**src/rtl/sap1_fetch_unit.sv**
```systemverilog
// SAP-1 fetch datapath: program counter, memory address register, 16x8 program RAM,
// instruction register and the shared 8-bit bus multiplexer.
module sap1_fetch_unit (
  input  logic        clk_i,
  input  logic        rst_i,
  input  logic [11:0] ctrl_word,
  input  logic        hlt_i,
  input  logic [7:0]  bus_i,
  input  logic        prog_mode_i,
  input  logic        prog_we_i,
  input  logic [3:0]  prog_addr_i,
  input  logic [7:0]  prog_data_i,
  output logic [7:0]  bus_o,
  output logic [3:0]  opcode_o,
  output logic [3:0]  pc_o,
  output logic [3:0]  mar_o,
  output logic        bus_conflict_o
);

  logic       incr_pc, pc_en, mar_load_n, ram_en_n, instr_load_n, instr_en_n;
  logic       unused_ctrl;
  logic [3:0] pc_q, pc_d;
  logic [3:0] mar_q, mar_d;
  logic [7:0] ir_q, ir_d;
  logic       conflict_q, conflict_d;
  logic [7:0] ram_q [16];
  logic       run_en;
  logic [1:0] n_drivers;

  assign incr_pc      = ctrl_word[0];
  assign pc_en        = ctrl_word[1];
  assign mar_load_n   = ctrl_word[2];
  assign ram_en_n     = ctrl_word[3];
  assign instr_load_n = ctrl_word[4];
  assign instr_en_n   = ctrl_word[5];
  assign unused_ctrl  = ^ctrl_word[11:6];

  // Priority mux: PC, then RAM, then IR operand, then external drivers.
  always_comb begin
    bus_o = bus_i;
    if (pc_en) begin
      bus_o = {4'h0, pc_q};
    end else if (!ram_en_n) begin
      bus_o = ram_q[mar_q];
    end else if (!instr_en_n) begin
      bus_o = {4'h0, ir_q[3:0]};
    end
  end

  always_comb begin
    run_en     = !prog_mode_i && hlt_i;
    n_drivers  = {1'b0, pc_en} + {1'b0, !ram_en_n} + {1'b0, !instr_en_n};
    pc_d       = pc_q;
    mar_d      = mar_q;
    ir_d       = ir_q;
    // Conflict is tracked in run mode even while halted.
    conflict_d = conflict_q | (!prog_mode_i && (n_drivers >= 2'd2));
    if (run_en) begin
      if (incr_pc) begin
        pc_d = pc_q + 4'd1;
      end
      if (!mar_load_n) begin
        mar_d = bus_o[3:0];
      end
      if (!instr_load_n) begin
        ir_d = bus_o;
      end
    end
  end

  always_ff @(posedge clk_i) begin
    if (rst_i) begin
      pc_q       <= 4'h0;
      mar_q      <= 4'h0;
      ir_q       <= 8'h00;
      conflict_q <= 1'b0;
    end else begin
      pc_q       <= pc_d;
      mar_q      <= mar_d;
      ir_q       <= ir_d;
      conflict_q <= conflict_d;
    end
  end

  // RAM is not reset; a programming write completes even on a reset edge.
  always_ff @(posedge clk_i) begin
    if (prog_mode_i && prog_we_i) begin
      ram_q[prog_addr_i] <= prog_data_i;
    end
  end

  assign opcode_o       = ir_q[7:4];
  assign pc_o           = pc_q;
  assign mar_o          = mar_q;
  assign bus_conflict_o = conflict_q;

endmodule

```
**config.mk**
```make
export PLATFORM = sky130hd
export DESIGN_NAME = sap1_fetch_unit
export DESIGN_NICKNAME = d
export VERILOG_FILES = /design/src/rtl/sap1_fetch_unit.sv
export SDC_FILE = /design/constraint.sdc
export NUM_CORES = 1
export LEC_CHECK = 0
export CORE_MARGIN = 1.5
export CORE_UTILIZATION = 45
export CTS_BUF_LIST = sky130_fd_sc_hd__clkbuf_8
export DETAILED_ROUTE_END_ITERATION = 8
export GPL_ROUTABILITY_DRIVEN = 1
export PLACE_DENSITY = 0.65
export SYNTH_ARGS = -nofsm -noshare
export SYNTH_HDL_FRONTEND = slang
export SYNTH_SLANG_ARGS = --single-unit
export TNS_END_PERCENT = 30
```
**constraint.sdc**
```tcl
create_clock -name clk_i -period 2.1 [get_ports clk_i]
set_input_delay 0.315 -clock clk_i [delete_from_list [all_inputs] [get_ports clk_i]]
set_output_delay 0.315 -clock clk_i [all_outputs]
set_load 0.1 [all_outputs]
```
After elaboration in Yosys (flattened, before gate mapping)
Memories as Yosys holds them, arrays and structs flattened. A register that Yosys moved wholly into a read port is not among the register bits.
Cells that the tools add are included.
{"block": "classes", "addsub": 3, "magnitude_cmp": 1, "n_mux": 7, "bitwise": 3, "n_reduce_logical": 9}
{"operator": "2-to-1 mux 8 bit", "count": 3}
{"operator": "2-to-1 mux 4 bit", "count": 2}
{"operator": "AND reduction 2 bit", "count": 3}
{"operator": "adder 4 x 1 -> 4 bit, second input constant", "count": 1}
{"operator": "logical AND 1 bit", "count": 3}
{"operator": "zero test 1 bit", "count": 3}
{"operator": "adder 1 x 1 -> 2 bit", "count": 1}
{"operator": "adder 2 x 1 -> 2 bit", "count": 1}
{"operator": "greater-or-equal comparator 2 bit, second input constant", "count": 1}
{"operator": "2-to-1 mux 1 bit", "count": 2}
{"operator": "inverter 1 bit", "count": 2}
{"operator": "OR 1 bit", "count": 1}
{"block": "word_totals", "regBits": 17, "mem_bits_rw": 128, "input_bits": 37, "word_cells": 28, "memories": 1}
{"memory": "ram_q", "words": 16, "width": 8, "read_ports": 1, "rd_ports_with_merged_regs": 1, "wr": 1, "line_no": "26", "source": "logic [7:0] ram_q [16];"}

Depth between registers and ports, before layout
Gate-level depths: netlist (run 1).
{"block": "logic_depth", "word_depth": 6, "mapped_depth": 7, "mapped_depth_nobuf": 6}

Worst setup path before layout (run 1)
Ideal clock, no wire load.
{"block": "synth_timing", "kind": "flip-flop to output port", "startpoint": "register pc_q[0] (netlist: pc_o[0])", "endpoint": "output port bus_o[0]", "arrival_ns": 1.932, "required_ns": 1.785, "path_slack_ns": -0.147, "path_stages_with_launch": 5, "n_path_buf": 0, "cell_sequence": "dfxtp_1 > nand2_1 > o21ai_0 > a31oi_1 > nand2_1"}
{"block": "synth_between", "elab_chain_len": 1}
{"item": "start: declaration", "line_no": "22", "source": "logic [3:0] pc_q, pc_d;"}
{"item": "start signal: assignment", "line_no": "78", "source": "pc_q <= pc_d;"}
{"item": "2-to-1 mux 8 bit", "line_no": "41", "source": "if (pc_en) begin"}
{"item": "end: declaration", "line_no": "13", "source": "output logic [7:0] bus_o,"}
No other way between the ends.

==> results of run 1 <==
==> sequential cells by signal, summed over array words and instances (netlist names), named ones only <==
register        cells
bus_conflict_o      1
ram_q             128
mar_o               4
ir_q                8
pc_o                4
==> worst max-delay path: cells and delay by family, from the launching register on <==
| kind | cells | cell delay, ns |
|---|---|---|
| flops | 1 | 0.45 |
| simple gates | 1 | 0.09 |
| buf+inv | 3 | 0.43 |
| mux | 1 | 0.53 |
| compound gates | 1 | 0.19 |
==> logic make-up (layout without fill, tap and decap cells) <==
logic type                 count (synthesis)  count (layout)  synth area share
DFF                                      149             149            0.7125
and+or+nand+nor                           79              79           0.06461
muxes                                     53              53            0.1221
AOI/OAI and AO/OA                         49              49           0.06356
buffers and inverters                     23             146           0.02864
xor gates and xnor gates                   3               3          0.004391
adders and majority gates                  2               2          0.004181
==> power groups by stage <==
stage / Combinational (mW) / Sequential (mW) / Clock (mW)
6_report: 0.728 / 3.28 / 1.93
2_1_floorplan: 0.342 / 3.39 / 0
3_5_place_dp: 0.661 / 3.35 / 0
5_1_grt: 0.763 / 3.29 / 2.09
4_1_cts: 0.723 / 3.28 / 1.98
3_3_place_gp: 0.653 / 3.34 / 0
==> placed cells by master (no fill, tap or decap), types with 6 or more instances in the layout <==
cell type        synthesis  routed
buf_4                    6      61
buf_12                   3      12
a311oi_1                12      12
dfxtp_1                 21      16
a22oi_2                  4      14
clkbuf_8                 0      20
edfxtp_1               128     128
nor2_1                  35      35
nand2_1                 17       9
nand2_2                  0       6
mux4_2                  16      16
and2_1                   7       7
mux2i_1                 37      32
inv_1                    2       8
a22oi_1                 20      10
clkdlybuf4s50_1          0      30
==> area by class of cell <==
| type | instances | area (sq um) |
|---|---|---|
| Fill cell | 930 | 5075 |
| Sequential cell | 149 | 4273 |
| Timing Repair Buffer | 112 | 1152 |
| Clock inverter | 12 | 78.83 |
| Clock buffer | 20 | 275.3 |
| Multi-Input combinational cell | 186 | 1697 |
| Inverter | 2 | 7.507 |
| Tap cell | 172 | 215.2 |
==> cells in the mapped netlist <==
| cell | number |
|---|---|
| xor2_1 | 2 |
| nor2_1 | 35 |
| nand2_1 | 17 |
| xnor2_1 | 1 |
| mux2i_1 | 37 |
| a311oi_1 | 12 |
| nor3b_4 | 1 |
| buf_1 | 1 |
| a22oi_2 | 4 |
| nand2b_1 | 5 |
| buf_4 | 6 |
| a22oi_1 | 20 |
| dfxtp_1 | 21 |
| and2_1 | 7 |
| ha_1 | 2 |
| nor4_2 | 1 |
| buf_12 | 3 |
| mux4_2 | 16 |
| buf_2 | 5 |
| buf_6 | 1 |
| and3b_1 | 2 |
| edfxtp_1 | 128 |
| inv_1 | 2 |
| nor3_2 | 1 |
| nand4_1 | 2 |
| a31oi_1 | 8 |
| a21oi_1 | 1 |
| o21ai_0 | 4 |
| nor3_1 | 4 |
| nor2b_1 | 3 |
| clkbuf_1 | 5 |
| or3_1 | 1 |
==> worst max-delay path by stage <==
stage               end         start
6_report       bus_o[7]     flip-flop
3_3_place_gp   bus_o[1]  ctrl_word[5]
4_1_cts        bus_o[4]     flip-flop
5_1_grt        bus_o[6]     flip-flop
3_5_place_dp   bus_o[1]  ctrl_word[5]
2_1_floorplan  bus_o[2]     flip-flop
==> metal layers <==
| layer | vias to the layer above | share of wire | routed length (um) | track usage |
|---|---|---|---|---|
| met4 | 0 | 0.013 | 167 | 0.06479 |
| met2 | 146 | 0.49 | 6505 | 0.3252 |
| li1 | 1625 | - | - | - |
| met1 | 1695 | 0.41 | 5485 | 0.2495 |
| met3 | 12 | 0.081 | 1073 | 0.05164 |
| met5 | - | 0 | 0 | 0 |
==> timing repair <==
item / in CTS / in global routing
gates resized for setup: 34 / 7
gates cloned: 3 / 0
buffers inserted: 7 / 2
setup endpoints to repair: 8 / 8
pin swaps: 18 / 6
hold endpoints to repair: 0 / 0
==> metrics by stage <==
stage / util / setup slack, ns / cell area [sq um] / hold slack, ns
finish: 0.6027 / -0.3390 / 7699 / 0.4963
CTS: 0.5991 / -0.3474 / 7652 / 0.4951
global route: 0.6027 / -0.4258 / 7699 / 0.5410
floorplan: - / -0.05781 / 5995 / 0.4139
detailed placement: 0.5479 / -0.2858 / 6998 / 0.4785
global placement: 0.5479 / -0.2960 / 6998 / 0.4579
==> impl_results.md, run 1 <==
- PortBufs: 51
- Worst slew pin tran: 0.6556 ns
- Yosys top cell by area: edfxtp_1
- Final net count: 507
- Failing checks: negative setup slack
- Fmax: 0.4100 GHz
- Largest stage delay, worst path: 0.53 ns
- Max_cap viols: 0
- Pint: 4.555 mW
- Avg Synthesized Cell Area: 16.72 sq um
- Clock-pin slew on the worst setup and hold paths: 0.07 ns
- Hold Vio Cnt, Final: 0
- Num ports: 58
- Row Count: 41
- Crit path required time: 1.78 ns
- Final worst path period share: 1.161
- Library cells used by synthesis: 32
- Cell count after placement: 609
- CTS root buf: clkbuf_8
- Slew HR: 0.5616
- Share of power burned in registers: 0.552
- Routed WL: 13230 um
- Pre-antenna DRT Iters: 4
- Status: finished with violations
- Die Wd: 118.3 um
- Clock sink total: 149
- Flop2flop setup slack: 0.07 ns
- Register area share after synthesis: 0.7125
- Htree depth: 4
- Layout cells sized above 1: 0.3389
- Slowest cell on crit path: mux4_2
- Worst path cell trace: buf_12, buf_6, mux4_2, a22oi_2, nand2_2, buf_12
- Share of the synthesized area in the top cell type: 0.6423
- Max Slew Vio Count: 0
- Most used cell along the critical path: buf_12
- Global Route Usage Sum: 0.1956
- Synth-to-Final Area Change: 28.64%
- Clock Latency Late Sink: 0.41 ns
- DRC: 0
- Core ar.: 12770 sq um
- Die Y-Extent: 118.3 um
- Final Setup Violations: 8
- Vias in the first global route: 3633
- P_leak: 2.604 nW
- Clk pwr share: 0.325
- Comb pwr share: 0.122
- Hold Crit Class: flip-flop to flip-flop
- Crit end category: primary output
- Pin count of the biggest net entering global routing: 18
- CTS tree: yes
- First-pass GRT wire length: 20200 um
- CP startpoint kind: flip-flop
- Switching power: 1.390 mW
- Min Tclk post-route: 2.439 ns
- Fin Clk Skew: 0.01011 ns
- Switching share of power: 0.2337
- Register-to-Register Path Depth: 8
- Pwr Total: 5.945 mW
- CTS Buf Count: 17
- Hold Crit Endpoint: bus_conflict_o
- Crit Path Max Fanout: 8
- RSZ-0062 raised after global routing: true
- ANT cells: 0
- Setup TNS: -2.491 ns
- CP arrival: 2.12 ns
- Hold wc startpoint: bus_conflict_o
- Crit Path Category: flip-flop to primary output
- Initial Util: 0.4685
- Per-cell routed wire length: 20.26 um
- Initial antenna violation count: 0
- Post-DRT Antenna Nets: 0
- Global placement routability congestion: 0.8583
- Power Density: 772.2 nW/um^2
- PnR worst setup slack: -0.3390 ns
- Final HPWL DP: 9062 um
- Clock Tree Buf Depth: 2
- Ys Warns: 0
- Post-synthesis cell area: 5984 sq um
- Iter 0 DRT Violations: 302
- Mapped Nets: 397
- Total gr overflow: 0
- Top area cells in the synthesized netlist: edfxtp_1 (64%), dfxtp_1 (7.0%), mux2i_1 (6.2%), mux4_2 (6.0%), a22oi_1 (2.5%)
- Synth Instances: 358
- VDD IR max: 0.4033 mV
- Hold depth: 2
- CTS Hold Bufs: 0
- DR vias/cell: 5.326
- Routed via count: 3478
- Finished Layout Cells: 653
- Seq cells post-synth: 149
- Die area: 14000 sq um
(Power assumes the default switching activity.)
==> inputs of run 2 (changes only) <==
--- a/config.mk
+++ b/config.mk
@@ -5,12 +5,14 @@
 export SDC_FILE = /design/constraint.sdc
 export NUM_CORES = 1
 export LEC_CHECK = 0
+export CELL_PAD_IN_SITES_DETAIL_PLACEMENT = 1
+export CELL_PAD_IN_SITES_GLOBAL_PLACEMENT = 2
 export CORE_MARGIN = 1.5
-export CORE_UTILIZATION = 45
+export CORE_UTILIZATION = 44
 export CTS_BUF_LIST = sky130_fd_sc_hd__clkbuf_8
 export DETAILED_ROUTE_END_ITERATION = 8
 export GPL_ROUTABILITY_DRIVEN = 1
-export PLACE_DENSITY = 0.65
+export PLACE_DENSITY_LB_ADDON = 0.1
 export SYNTH_ARGS = -nofsm -noshare
 export SYNTH_HDL_FRONTEND = slang
 export SYNTH_SLANG_ARGS = --single-unit
==> run 2 against run 1 <==
Net effect:
- the run still ends with negative setup slack left
- global-route usage up 2.5 points
- highest routed layer unchanged
- largest power group unchanged
- via count up 3.0%
- hold slack better by 0.010 ns
- cell area up 0.26%
==> impl_results.md, run 2 (synthesis gave the netlist of run 1 again) <==
- CTS root buf: clkbuf_8
- Max_cap viols: 0
- Worst path cell trace: buf_12, buf_6, mux4_2, a22oi_2, nand2_4, buf_12
- Slew HR: 0.5260
- PortBufs: 51
- Crit path required time: 1.78 ns
- Max FFs per register: 128
- Final worst path period share: 1.192
- Crit end category: primary output
- CTS Hold Bufs: 0
- Buf/Inv on CP: 3
- Layout cells sized above 1: 0.3457
- PnR worst setup slack: -0.4028 ns
- Most used cell along the critical path: buf_12
- Routed WL: 14850 um
- Crit Path Category: flip-flop to primary output
- Worst slew pin tran: 0.7088 ns
- Total gr overflow: 0
- Final Cell Area: 7719 sq um
- VDD IR max: 0.4108 mV
- Final HPWL DP: 10420 um
- Final net count: 512
- Hold Vio Cnt, Final: 0
- Die area: 14310 sq um
- Min Tclk post-route: 2.503 ns
- Pre-antenna DRT Iters: 5
- Max Slew Vio Count: 0
- Biggest register: ram_q
- Pint: 4.710 mW
- Crit Path Max Fanout: 6
- Core ar.: 13240 sq um
- CTS tree: yes
- Final Util: 0.5829
- Row Count: 42
- Iter 0 DRT Violations: 216
- Per-cell routed wire length: 22.43 um
- Initial Util: 0.4519
- Hold depth: 2
- FF-to-FF End: ir_q[6]
- Clock Tree Buf Depth: 2
- Finished Layout Cells: 662
- Pin count of the biggest net entering global routing: 18
- Hold Crit Class: flip-flop to flip-flop
- Num ports: 58
- Global placement routability congestion: 0.7728
- Largest regs: ram_q x128, ir_q x8
- Clock-pin slew on the worst setup and hold paths: 0.08 ns
- Register-to-Register Path Depth: 9
- Htree depth: 4
- Status: finished with violations
- Global Route Usage Sum: 0.2207
- Share of power burned in registers: 0.527
- CP startpoint kind: flip-flop
- Comb pwr share: 0.117
- Delay-heaviest family, CP: multiplexers
- CP arrival: 2.19 ns
- Routed via count: 3583
- Dpl ws: -0.2423 ns
- RSZ-0062 raised after global routing: true
- Switching share of power: 0.2433
- Die Y-Extent: 119.6 um
- Largest stage delay, worst path: 0.52 ns
- Post-DRT Antenna Nets: 0
- Power Density: 806.3 nW/um^2
- Cell count after placement: 621
- Final Setup Violations: 8
- Hold slack final: 0.5063 ns
- Synth-to-Final Area Change: 28.98%
- Hold wc startpoint: ir_q[7]
- Clock Latency Late Sink: 0.45 ns
- DR vias/cell: 5.412
- Switching power: 1.514 mW
- First-pass GRT wire length: 22580 um
- Die Wd: 119.6 um
- Fin Clk Skew: 0.006492 ns
- DRC: 0
- Clock sink total: 149
- Clk pwr share: 0.356
- Fmax: 0.3996 GHz
- CTS Buf Count: 17
- DP Area: 7076 sq um
- Fillcell total: 1253
- Area occupied by multi-input gates: 1658 sq um
- Slowest cell on crit path: mux4_2
- Failing checks: negative setup slack
- Hold Crit Endpoint: ir_q[7]
- Commonest non-fill, non-tap cell in the layout: edfxtp_1
- Flop2flop setup slack: 0.15 ns
- P_leak: 2.606 nW
- Initial antenna violation count: 0
- Register area: 4274 sq um
- Most frequent cells in the layout: edfxtp_1 (128), buf_4 (68), nor2_1 (35)
- ANT cells: 0
- Vias in the first global route: 3740
==> run 2: how the worst max path moves through the flow <==
stage,from,to,slack (ns),cells after the start
after global placement,ctrl_word[3],bus_o[4],-0.22,7
final,flip-flop,bus_o[4],-0.40,6
after floorplan,flip-flop,bus_o[2],-0.06,5
after global routing,flip-flop,bus_o[4],-0.50,6
after detailed placement,ctrl_word[3],bus_o[4],-0.24,7
after CTS,flip-flop,bus_o[1],-0.43,6
==> run 2: worst register-to-register path, stage by stage (launching register included) <==
cell and delay, ns:
dfxtp_4 0.39, buf_12 0.16, buf_6 0.14, mux2i_2 0.14
a22oi_2 0.25, a31oi_1 0.12, buf_4 0.17, buf_4 0.13
buf_4 0.12, a311oi_1 0.23
==> run 2: per-stage QoR <==
| step | power (mW) | setup TNS (ns) |
|---|---|---|
| 2_1_floorplan | 3.729 | -0.2825 |
| 3_3_place_gp | 4.012 | -1.583 |
| 3_5_place_dp | 4.029 | -2.178 |
| 4_1_cts | 6.264 | -3.155 |
| 5_1_grt | 6.418 | -3.782 |
| 6_report | 6.224 | -2.918 |
==> run 2: area by class of cell <==
type                    instances  area share
clock buffers                  17     0.03031
clock inverters                15     0.02124
flip-flops and latches        149      0.5537
well taps                     176     0.02853
multi-input cells             186      0.2148
inverters                       2   0.0009726
repair buffers                117      0.1504
==> run 2: timing repair <==
| item | CTS | global route |
|---|---|---|
| cloned | 1 | 0 |
| gates resized for setup | 26 | 10 |
| setup endpoints to repair | 8 | 8 |
| buffers inserted | 5 | 3 |
| pin swaps | 12 | 8 |
==> run 2: routing by layer <==
metal	track usage	part of all wire	vias to the layer above
met2	0.3614	0.49	109
met3	0.05323	0.057	15
met1	0.2967	0.44	1818
met4	0.06101	0.010	0
li1	-	-	1641
met5	0	0	-
==> run 2: power by group through the flow <==
stage / clock network, mW / registers, mW / logic (mW)
after global routing: 2.37 / 3.29 / 0.765
final: 2.22 / 3.28 / 0.725
after global placement: 0 / 3.34 / 0.668
after CTS: 2.27 / 3.28 / 0.716
after detailed placement: 0 / 3.35 / 0.681
after floorplan: 0 / 3.39 / 0.342
==> inputs of run 3 (changes only) <==
--- a/config.mk
+++ b/config.mk
@@ -13,6 +13,7 @@
 export DETAILED_ROUTE_END_ITERATION = 8
 export GPL_ROUTABILITY_DRIVEN = 1
 export PLACE_DENSITY_LB_ADDON = 0.1
+export SKIP_LAST_GASP = 1
 export SYNTH_ARGS = -nofsm -noshare
 export SYNTH_HDL_FRONTEND = slang
 export SYNTH_SLANG_ARGS = --single-unit
==> run 3 against run 2 <==
Net effect:
- the run still ends with negative setup slack left
- critical path depth stayed put
- via count shrank 0.92%
- register-to-register slack hardly changed
- global-route usage about the same
- sequential cell count is the same
- cell area decreased by 0.11%
- combinational power about the same
- sequential power about the same
- largest power group unchanged
==> impl_results.md, run 3 (synthesis gave the netlist of run 1 again) <==
- Row Count: 42
- Num ports: 58
- Crit path required time: 1.78 ns
- Cell count after placement: 621
- Die Y-Extent: 119.6 um
- Pre-antenna DRT Iters: 4
- Slowest cell on crit path: mux4_2
- Gr busiest metal: met2
- Initial Util: 0.4519
- Final HPWL DP: 10420 um
- Vias in the first global route: 3749
- Max Slew Vio Count: 0
- PnR worst setup slack: -0.4105 ns
- Register-to-Register Path Depth: 7
- Final net count: 512
- Global Route Usage Sum: 0.2205
- Fin Clk Skew: 0.006937 ns
- Die Wd: 119.6 um
- Clock Latency Late Sink: 0.45 ns
- Biggest register: ram_q
- Clock-pin slew on the worst setup and hold paths: 0.08 ns
- Core ar.: 13240 sq um
- Area occupied by multi-input gates: 1657 sq um
- Clock Tree Buf Depth: 2
- Dpl ws: -0.2423 ns
- Finished Layout Cells: 662
- CTS tree: yes
- Crit Path Max Fanout: 6
- Final Setup Violations: 8
- Power Density: 806.4 nW/um^2
- CTS Hold Bufs: 0
- Synth-to-Final Area Change: 28.83%
- Global placement routability congestion: 0.7728
- Commonest non-fill, non-tap cell in the layout: edfxtp_1
- Most frequent cells in the layout: edfxtp_1 (128), buf_4 (68), nor2_1 (35)
- Failing checks: negative setup slack
- Hold depth: 2
- Fillcell total: 1255
- Hold Vio Cnt, Final: 0
- Hold Crit Class: flip-flop to flip-flop
- Initial antenna violation count: 0
- Setup TNS: -2.914 ns
- Routed via count: 3550
- Layout cells sized above 1: 0.3436
- Max_cap viols: 0
- Htree depth: 4
- Crit Path Category: flip-flop to primary output
- Fmax: 0.3983 GHz
- Most used cell along the critical path: buf_12
- PortBufs: 51
- Worst path cell trace: buf_12, buf_6, mux4_2, a22oi_2, nand2_4, buf_12
- Slew HR: 0.5154
- Final Util: 0.5822
- Max FFs per register: 128
- Status: finished with violations
- DRC: 0
- Die area: 14310 sq um
- CP startpoint kind: flip-flop
- P_leak: 2.601 nW
- M2 GR Usage: 0.3610
- Final worst path period share: 1.195
- ANT cells: 0
- Register area: 4274 sq um
- M1 GR Usage: 0.2931
- Total gr overflow: 0
- DR vias/cell: 5.363
- Largest regs: ram_q x128, ir_q x8
- Pin count of the biggest net entering global routing: 18
- Post-DRT Antenna Nets: 0
- Crit end category: primary output
- Routed WL: 14740 um
- Clock sink total: 149
- VDD IR max: 0.4099 mV
- Iter 0 DRT Violations: 178
- CTS Buf Count: 17
- Min Tclk post-route: 2.510 ns
- Per-cell routed wire length: 22.26 um
- CTS root buf: clkbuf_8
- Largest stage delay, worst path: 0.52 ns
- Worst slew pin tran: 0.7247 ns
- Pwr Total: 6.217 mW
- RSZ-0062 raised after global routing: true
- Grt met3 use: 0.05751
- CP arrival: 2.20 ns
- First-pass GRT wire length: 22570 um
## run 3: layout make-up
type / count / share of cell area
multi-input cells: 186 / 0.2149
inverters: 2 / 0.0009737
repair buffers: 117 / 0.1496
flip-flops and latches: 149 / 0.5544
clock inverters: 15 / 0.02126
clock buffers: 17 / 0.03035
well taps: 176 / 0.02856
## run 3: metrics by stage
stage	hold slack [ns]	cell area, sq um
5_1_grt	0.5394	7710
2_1_floorplan	0.4139	5995
4_1_cts	0.5120	7632
3_3_place_gp	0.4566	7076
6_report	0.5064	7710
3_5_place_dp	0.5010	7076
## run 3: critical path: cells and delay by family, from the launching register on
| family | cells | cell delay, ns |
|---|---|---|
| simple gates | 1 | 0.08 |
| compound gates | 1 | 0.28 |
| buf+inv | 3 | 0.43 |
| flops | 1 | 0.43 |
| mux | 1 | 0.52 |
## run 3: power breakdown
group	internal [mW]	switching, mW	leakage, nW
logic	0.293	0.429	1.08
clock network	1.16	1.06	0.194
registers	3.26	0.0258	1.33
total	4.71	1.51	2.60
## run 3: timing repair
action | in CTS | in global routing
resized for setup | 21 | 17
endpoints found under the setup margin | 8 | 8
cloned | 1 | 0
buffers inserted | 5 | 4
pin swaps | 9 | 9
## run 3: worst paths after layout
| path | startpoint | endpoint | slack (ns) |
|---|---|---|---|
| max reg2reg | flip-flop | flip-flop | 0.14 |
| max | flip-flop | bus_o[4] | -0.41 |
| min reg2reg | ir_q[7] | ir_q[7] | 0.51 |
| min | ir_q[7] | ir_q[7] | 0.51 |
## run 3: metal layers
| layer | vias to the layer above | wire (um) |
|---|---|---|
| met1 | 1798 | 6590 |
| met4 | 0 | 201 |
| met3 | 19 | 716 |
| li1 | 1638 | - |
| met2 | 95 | 7228 |
| met5 | - | 0 |
